File: config.mk
export PLATFORM = sky130hd
export DESIGN_NAME = ped_signal_ctrl_flat
export DESIGN_NICKNAME = d
export VERILOG_FILES = /design/src/rtl/ped_signal_ctrl_if.sv /design/src/rtl/ped_signal_ctrl.sv /design/src/flat_wrapper.sv
export SDC_FILE = /design/constraint.sdc
export NUM_CORES = 1
export LEC_CHECK = 0
export BUFFER_PORTS_ARGS = -buffer_cell sky130_fd_sc_hd__buf_2
export CORE_ASPECT_RATIO = 1.2
export CORE_MARGIN = 1
export CORE_UTILIZATION = 30
export CTS_CLUSTER_SIZE = 14
export DETAILED_ROUTE_END_ITERATION = 10
export SETUP_SLACK_MARGIN = 0.15
export SLEW_MARGIN = 20
export SYNTH_ARGS = -nofsm -noshare
export SYNTH_HDL_FRONTEND = slang
export SYNTH_SLANG_ARGS = --single-unit
export TNS_END_PERCENT = 1
File: constraint.sdc
create_clock -name clk -period 2.1 [get_ports clk]
set_input_delay 0.42 -clock clk [delete_from_list [all_inputs] [get_ports clk]]
set_output_delay 0.42 -clock clk [all_outputs]
set_load 0.02 [all_outputs]
File: src/rtl/ped_signal_ctrl_if.sv
// Interface for the pedestrian controller: vehicle lamps and button in, pedestrian lamps and status out.
interface ped_signal_ctrl_if #(parameter int CNT_W = 4);
    logic             Red;
    logic             Green;
    logic             Yellow;
    logic             ped_req;
    logic             Walk;
    logic             DontWalk;
    logic [CNT_W-1:0] countdown;
    logic             req_pend;
    logic             req_ack;

    modport master (
        output Red, Green, Yellow, ped_req,
        input  Walk, DontWalk, countdown, req_pend, req_ack
    );

    modport slave (
        input  Red, Green, Yellow, ped_req,
        output Walk, DontWalk, countdown, req_pend, req_ack
    );
endinterface

File: src/rtl/ped_signal_ctrl.sv
// Pedestrian crossing controller: grants Walk then flashing clearance on a Red rising edge
// when a button request is pending; aborts the crossing whenever Red is lost or lights are invalid.
module ped_signal_ctrl #(
    parameter int WALK_CYCLES  = 2,
    parameter int FLASH_CYCLES = 2,
    parameter int CNT_W        = 4
) (
    input  logic               clk,
    input  logic               rst,
    ped_signal_ctrl_if.slave   bus
);
    localparam int T = WALK_CYCLES + FLASH_CYCLES;

    typedef enum logic [1:0] {IDLE, WALK, FLASH} state_t;

    state_t           state, state_nx;
    logic [CNT_W-1:0] cnt, cnt_nx;
    logic             req_pend, req_pend_nx;
    logic             req_ack, red_q;
    logic             red_rise, lights_ok, abort, grant;

    assign red_rise  = bus.Red & ~red_q;
    assign lights_ok = ({bus.Red, bus.Green, bus.Yellow} == 3'b100) ||
                       ({bus.Red, bus.Green, bus.Yellow} == 3'b010) ||
                       ({bus.Red, bus.Green, bus.Yellow} == 3'b001);
    assign abort     = ~bus.Red | ~lights_ok;
    // Grants happen only on the rising edge of Red, so a late request waits for the next red phase.
    assign grant     = (state == IDLE) & red_rise & lights_ok & (req_pend | bus.ped_req);

    always_comb begin
        state_nx    = state;
        cnt_nx      = cnt;
        req_pend_nx = req_pend;
        if (grant)
            req_pend_nx = 1'b0;
        else if (bus.ped_req)
            req_pend_nx = 1'b1;
        case (state)
            IDLE: begin
                if (grant) begin
                    state_nx = WALK;
                    cnt_nx   = CNT_W'(T - 1);
                end
            end
            WALK: begin
                if (abort) begin
                    state_nx = IDLE;
                    cnt_nx   = '0;
                end else if (cnt == CNT_W'(FLASH_CYCLES)) begin
                    state_nx = FLASH;
                    cnt_nx   = CNT_W'(FLASH_CYCLES - 1);
                end else begin
                    cnt_nx   = cnt - CNT_W'(1);
                end
            end
            FLASH: begin
                if (abort) begin
                    state_nx = IDLE;
                    cnt_nx   = '0;
                end else if (cnt == '0) begin
                    state_nx = IDLE;
                end else begin
                    cnt_nx   = cnt - CNT_W'(1);
                end
            end
            default: begin
                state_nx = IDLE;
                cnt_nx   = '0;
            end
        endcase
    end

    always_ff @(posedge clk) begin
        if (!rst) begin
            state    <= IDLE;
            cnt      <= '0;
            req_pend <= 1'b0;
            req_ack  <= 1'b0;
            red_q    <= 1'b0;
        end else begin
            state    <= state_nx;
            cnt      <= cnt_nx;
            req_pend <= req_pend_nx;
            req_ack  <= grant;
            red_q    <= bus.Red;
        end
    end

    // Lamp outputs follow Red combinationally so a walk indication never outlives the vehicle red.
    always_comb begin
        bus.Walk     = (state == WALK) & bus.Red;
        bus.DontWalk = ~bus.Walk;
        if (state == FLASH)
            bus.DontWalk = cnt[0] | ~bus.Red;
    end

    assign bus.countdown = (state == IDLE) ? '0 : cnt;
    assign bus.req_pend  = req_pend;
    assign bus.req_ack   = req_ack;
endmodule

File: src/flat_wrapper.sv
// flat-port wrapper written by rule: the top's interface ports become plain ports
module ped_signal_ctrl_flat 
#(
    parameter int WALK_CYCLES  = 2,
    parameter int FLASH_CYCLES = 2,
    parameter int CNT_W        = 4
)
  (clk, rst, bus_Red, bus_Green, bus_Yellow, bus_ped_req, bus_Walk, bus_DontWalk, bus_countdown, bus_req_pend, bus_req_ack);
  ped_signal_ctrl_if #(.CNT_W(CNT_W)) bus_i ();
  input  logic clk;
  input  logic rst;
  input wire logic [$bits(bus_i.Red)-1:0] bus_Red;
  input wire logic [$bits(bus_i.Green)-1:0] bus_Green;
  input wire logic [$bits(bus_i.Yellow)-1:0] bus_Yellow;
  input wire logic [$bits(bus_i.ped_req)-1:0] bus_ped_req;
  output wire logic [$bits(bus_i.Walk)-1:0] bus_Walk;
  output wire logic [$bits(bus_i.DontWalk)-1:0] bus_DontWalk;
  output wire logic [$bits(bus_i.countdown)-1:0] bus_countdown;
  output wire logic [$bits(bus_i.req_pend)-1:0] bus_req_pend;
  output wire logic [$bits(bus_i.req_ack)-1:0] bus_req_ack;
  assign bus_i.Red = bus_Red;
  assign bus_i.Green = bus_Green;
  assign bus_i.Yellow = bus_Yellow;
  assign bus_i.ped_req = bus_ped_req;
  assign bus_Walk = bus_i.Walk;
  assign bus_DontWalk = bus_i.DontWalk;
  assign bus_countdown = bus_i.countdown;
  assign bus_req_pend = bus_i.req_pend;
  assign bus_req_ack = bus_i.req_ack;
  ped_signal_ctrl #(.WALK_CYCLES(WALK_CYCLES), .FLASH_CYCLES(FLASH_CYCLES), .CNT_W(CNT_W)) u_core (.clk(clk), .rst(rst), .bus(bus_i));
endmodule
# Word-level counts from Yosys, hierarchy flattened
# Cells that the tools add are included.
[totals] wordCells=50 register_bits=9
[classes] n_bitwise=13 add_sub_neg=1 muxes=14 eq_ne=10 reduce_logical=7
[op_table] operator="$mux W4" count=6
[op_table] operator="$pmux W4 S3" count=1
[op_table] operator="$mux W2" count=5
[op_table] operator="$ne A3 B1 Y1 const B" count=2
[op_table] operator="$pmux W2 S3" count=1
[op_table] operator="$and A1 B1 Y1" count=5
[op_table] operator="$not A1 Y1" count=5
[op_table] operator="$eq A4 B2 Y1 const B" count=1
[op_table] operator="$logic_not A4 Y1" count=1
[op_table] operator="$sub A4 B1 Y4 const B" count=1
[op_table] operator="$eq A3 B1 Y1 const B" count=1
[op_table] operator="$eq A3 B2 Y1 const B" count=1
[op_table] operator="$eq A3 B3 Y1 const B" count=1
[op_table] operator="$ne A3 B2 Y1 const B" count=1
[op_table] operator="$or A1 B1 Y1" count=3
[op_table] operator="$reduce_and A3 Y1" count=1
[op_table] operator="$eq A2 B1 Y1 const B" count=1
[op_table] operator="$eq A2 B2 Y1 const B" count=1
[op_table] operator="$logic_not A2 Y1" count=1
[op_table] operator="$logic_or A1 B1 Y1" count=2
[op_table] operator="$ne A2 B1 Y1 const B" count=1
[op_table] operator="$reduce_and A2 Y1" count=1
[op_table] operator="$reduce_or A2 Y1" count=1
[op_table] operator="$mux W1" count=1

# Logic depth before layout (Yosys ltp)
[logic_depth] ltp_word=7 ltp_mapped=6 mapped_depth_nobuf=6

# Least setup slack after synthesis
# OpenSTA, ideal clock, no wires.
[synth_timing] path_kind="register to register" from="register u_core.cnt[0]" to="register u_core.cnt[0]" slack_ps=441 arrival_time_ps=1600 required_time_ps=2040 setup_ps=60 period_less_slack_ps=1659 path_buffers=0 stages_incl_launch_ff=7 cell_sequence="dfxtp_1 -> inv_1 -> ha_1 -> or3b_2 -> a211o_2 -> o21ai_0 -> o311a_1"
[synth_between] elab_chain_len=4
[synth_rtl] element="from (decl)" line_no="ped_signal_ctrl.sv:17" rtl="logic [CNT_W-1:0] cnt, cnt_nx;"
[synth_rtl] element="from (signal assigned)" line_no="ped_signal_ctrl.sv:82" rtl="cnt <= cnt_nx;"
[synth_rtl] element="$sub A4 B1 Y4 or $eq A4 B2 Y1 (tied branches)" line_no="ped_signal_ctrl.sv:53, ped_signal_ctrl.sv:63, ped_signal_ctrl.sv:49"
[synth_rtl] element="$mux W4 (on tied branches)" line_no="ped_signal_ctrl.sv:60, ped_signal_ctrl.sv:49"
[synth_rtl] element="$mux W4 (on tied branches)" line_no="ped_signal_ctrl.sv:57, ped_signal_ctrl.sv:46"
[synth_rtl] element="$pmux W4 S3" line_no="ped_signal_ctrl.sv:38" rtl="case (state)"
# Parallel ways exist; a longest one is shown, timed or not. The select of a mux whose other input is x is not followed.
# A chain may end at the register's enable or synchronous reset.

# Final worst setup path
[layout_timing] from="register u_core.cnt[0]" to="register u_core.cnt[2]"
# Same word-level chain as after synthesis.

==> impl_metrics.json <==
{
  "yosys_warnings": 0,
  "hold_buffers": 0,
  "synthXorXnorAreaFrac_pct": 1.47,
  "rsz0062_at_grt": "no",
  "worstSetupStartpointType": "register",
  "grt_remaining_overflow": 0,
  "crit_fanout": 5,
  "pre_cts_slack_ns": 0.262,
  "synth-edff-count": 0,
  "skew_ns": 0.00569,
  "dr.pass1.iters": 4,
  "cp.arrival_ns": 2.05,
  "fp.dieW_um": 42.6,
  "synth_seq_cells": 9,
  "postRouteAntennaNets": 0,
  "hold_violations": 0,
  "leakage_nw": 0.277,
  "max-slew-margin-rel_pct": 74.5,
  "layout-drive-gt1-share_pct": 25.9,
  "antenna_cells": 0,
  "critPathKind": "reg2reg",
  "hold_class": "in2reg",
  "endpoint_kind": "register",
  "antenna_found_initial": 0,
  "cts_sinks": 9,
  "synth.distinct_cells": 32,
  "synth_top_family_by_area": "simple AND/OR/NAND/NOR gates",
  "critical_path_required_ns": 2.30,
  "final_util_pct": 37.3,
  "pin_count": 14,
  "syn_inst": 71,
  "synthMuxAreaShare_pct": 0,
  "die_y_um": 50.8,
  "vias": 576,
  "cts_inserted_buffers": 3,
  "gp_congestion": 0.828,
  "io_buffers": 13,
  "setup_ws_ns": 0.255,
  "grt_pass1_wl_mm": 2.04,
  "synth-compound-area-share_pct": 24.6,
  "fin_nets": 95,
  "wl_per_cell_um": 12.4,
  "power_density_nw_per_um2": 540,
  "drt_iter0_markers": 11,
  "synth_simple_gate_area_share_pct": 30.3,
  "start_util_pct": 32.1,
  "cts_root_buf": "clkbuf_4",
  "yosysTopAreaCell": "dfxtp_1",
  "syn_nets": 80,
  "drc": 0,
  "peakVddDrop_mv": 0.283,
  "clk_pin_slew_ns": 0.06,
  "rows": 17,
  "clk_latency_ns": 0.27,
  "syn_to_final_growth_pct": 16.0,
  "grt_usage_pct": 12.7,
  "h-tree-depth": 1,
  "finalCritPeriodShare_pct": 87.9,
  "post_drt_via_cell_ratio": 5.54,
  "synthFlopType": "dfxtp_1",
  "setup_viol": 0,
  "grt_pass1_vias": 500,
  "clock_path_buffers": 2,
  "die-area_um2": 2160,
  "grt_max_degree": 13,
  "drt_wl_total_mm": 1.29,
  "status": "completed",
  "core_area_um2": 1850,
  "final_common_cell": "buf_2",
  "post_cts_resized": 0,
  "syn_area_um2": 594,
  "tns_ns": 0,
  "synth_top_cells_by_area": "dfxtp_1 30%, ha_1 6.3%, o21ai_0 5.9%",
  "syn_area_per_cell_um2": 8.37,
  "yosys.area.top_type_share_pct": 30.3,
  "synth-seq-area-share_pct": 30.3,
  "max_slew.worst_pin.slew_ns": 0.383,
  "maxCapViolCount": 0,
  "dpl.hpwl_um": 970,
  "synthAdderAreaFrac_pct": 6.32,
  "cts_tree": "yes",
  "fin_crit_ns": 1.85,
  "cts_setup_buffers": 0,
  "maxSlewViolCount": 0,
  "fmax_mhz": 542,
  "async_flop_share_pct": 0,
  "timing.hold.ws_ns": 0.402,
  "final_cell_mix": "13 x buf_2, 9 x dfxtp_1, 7 x nor2_1, 7 x o21ai_0"
}
synth_stat cells, types with 2 or more instances:
cell type / instances
or3b_2: 2
a31oi_1: 2
nor2_1: 7
o21a_1: 3
a21oi_1: 2
a22oi_1: 2
o311a_1: 2
nor2b_1: 4
ha_1: 3
or4_1: 2
dfxtp_1: 9
buf_6: 2
and2_2: 2
nor3_1: 2
inv_1: 4
o21ai_0: 7
cell type report:
cell class                      count  area, um2
Multi-Input combinational cell     55        379
Sequential cell                     9        180
Tap cell                           19       23.8
Inverter                            4       15.0
Clock buffer                        4       26.3
Timing Repair Buffer               13       65.1
Fill cell                         200       1160
per-layer routing:
| layer | part of all wire [%] | wire length, um | GRT usage, % | vias up |
|---|---|---|---|---|
| met1 | 44 | 570 | 13.8 | 266 |
| met5 | 0 | 0 | 0 | - |
| met4 | 2.3 | 30 | 7.81 | 0 |
| met3 | 3.7 | 47 | 2.52 | 5 |
| li1 | - | - | - | 291 |
| met2 | 50 | 638 | 22.2 | 14 |
stage by stage:
| stage | cells | instance area (um2) | total power [mW] |
|---|---|---|---|
| 2_1_floorplan | 71 | 594 | 0.222 |
| 3_3_place_gp | 100 | 657 | 0.237 |
| 3_5_place_dp | 100 | 657 | 0.237 |
| 4_1_cts | 104 | 683 | 0.372 |
| 5_1_grt | 104 | 689 | 0.385 |
| 6_report | 104 | 689 | 0.372 |
report_power, final:
| part | internal (mW) | switching (mW) |
|---|---|---|
| clock network | 0.0734 | 0.0646 |
| logic | 0.0232 | 0.0300 |
| registers | 0.176 | 0.00489 |
cells by family after synthesis:
family | after synthesis
and+or+nand+nor | 29
AOI/OAI and AO/OA | 22
DFF | 9
buffers and inverters | 7
adders and majority gates | 3
xor gates and xnor gates | 1
worst max-delay path: stages, from the launching register on:
cell	delay, ns
dfxtp_1	0.40
inv_1	0.13
ha_1	0.25
or3b_2	0.24
a22oi_1	0.08
or4b_1	0.52
a31oi_1	0.16
worst paths after layout:
check | start | end | slack (ns) | cells after the start
worst max-delay path | u_core.cnt[0] | u_core.cnt[2] | 0.25 | 6
worst min-delay path | bus_Red | u_core.red_q | 0.40 | 2
worst max register to register | u_core.cnt[0] | u_core.cnt[2] | 0.25 | 6
worst min register to register | u_core.red_q | u_core.bus.req_pend | 0.53 | 2
state kept, by name, indices dropped and copies added (netlist names):
signal / cells
u_core.bus.req_ack: 1
u_core.red_q: 1
u_core.state: 2
u_core.bus.req_pend: 1
u_core.cnt: 4
No activity file was read; power rests on OpenSTA's default activity.
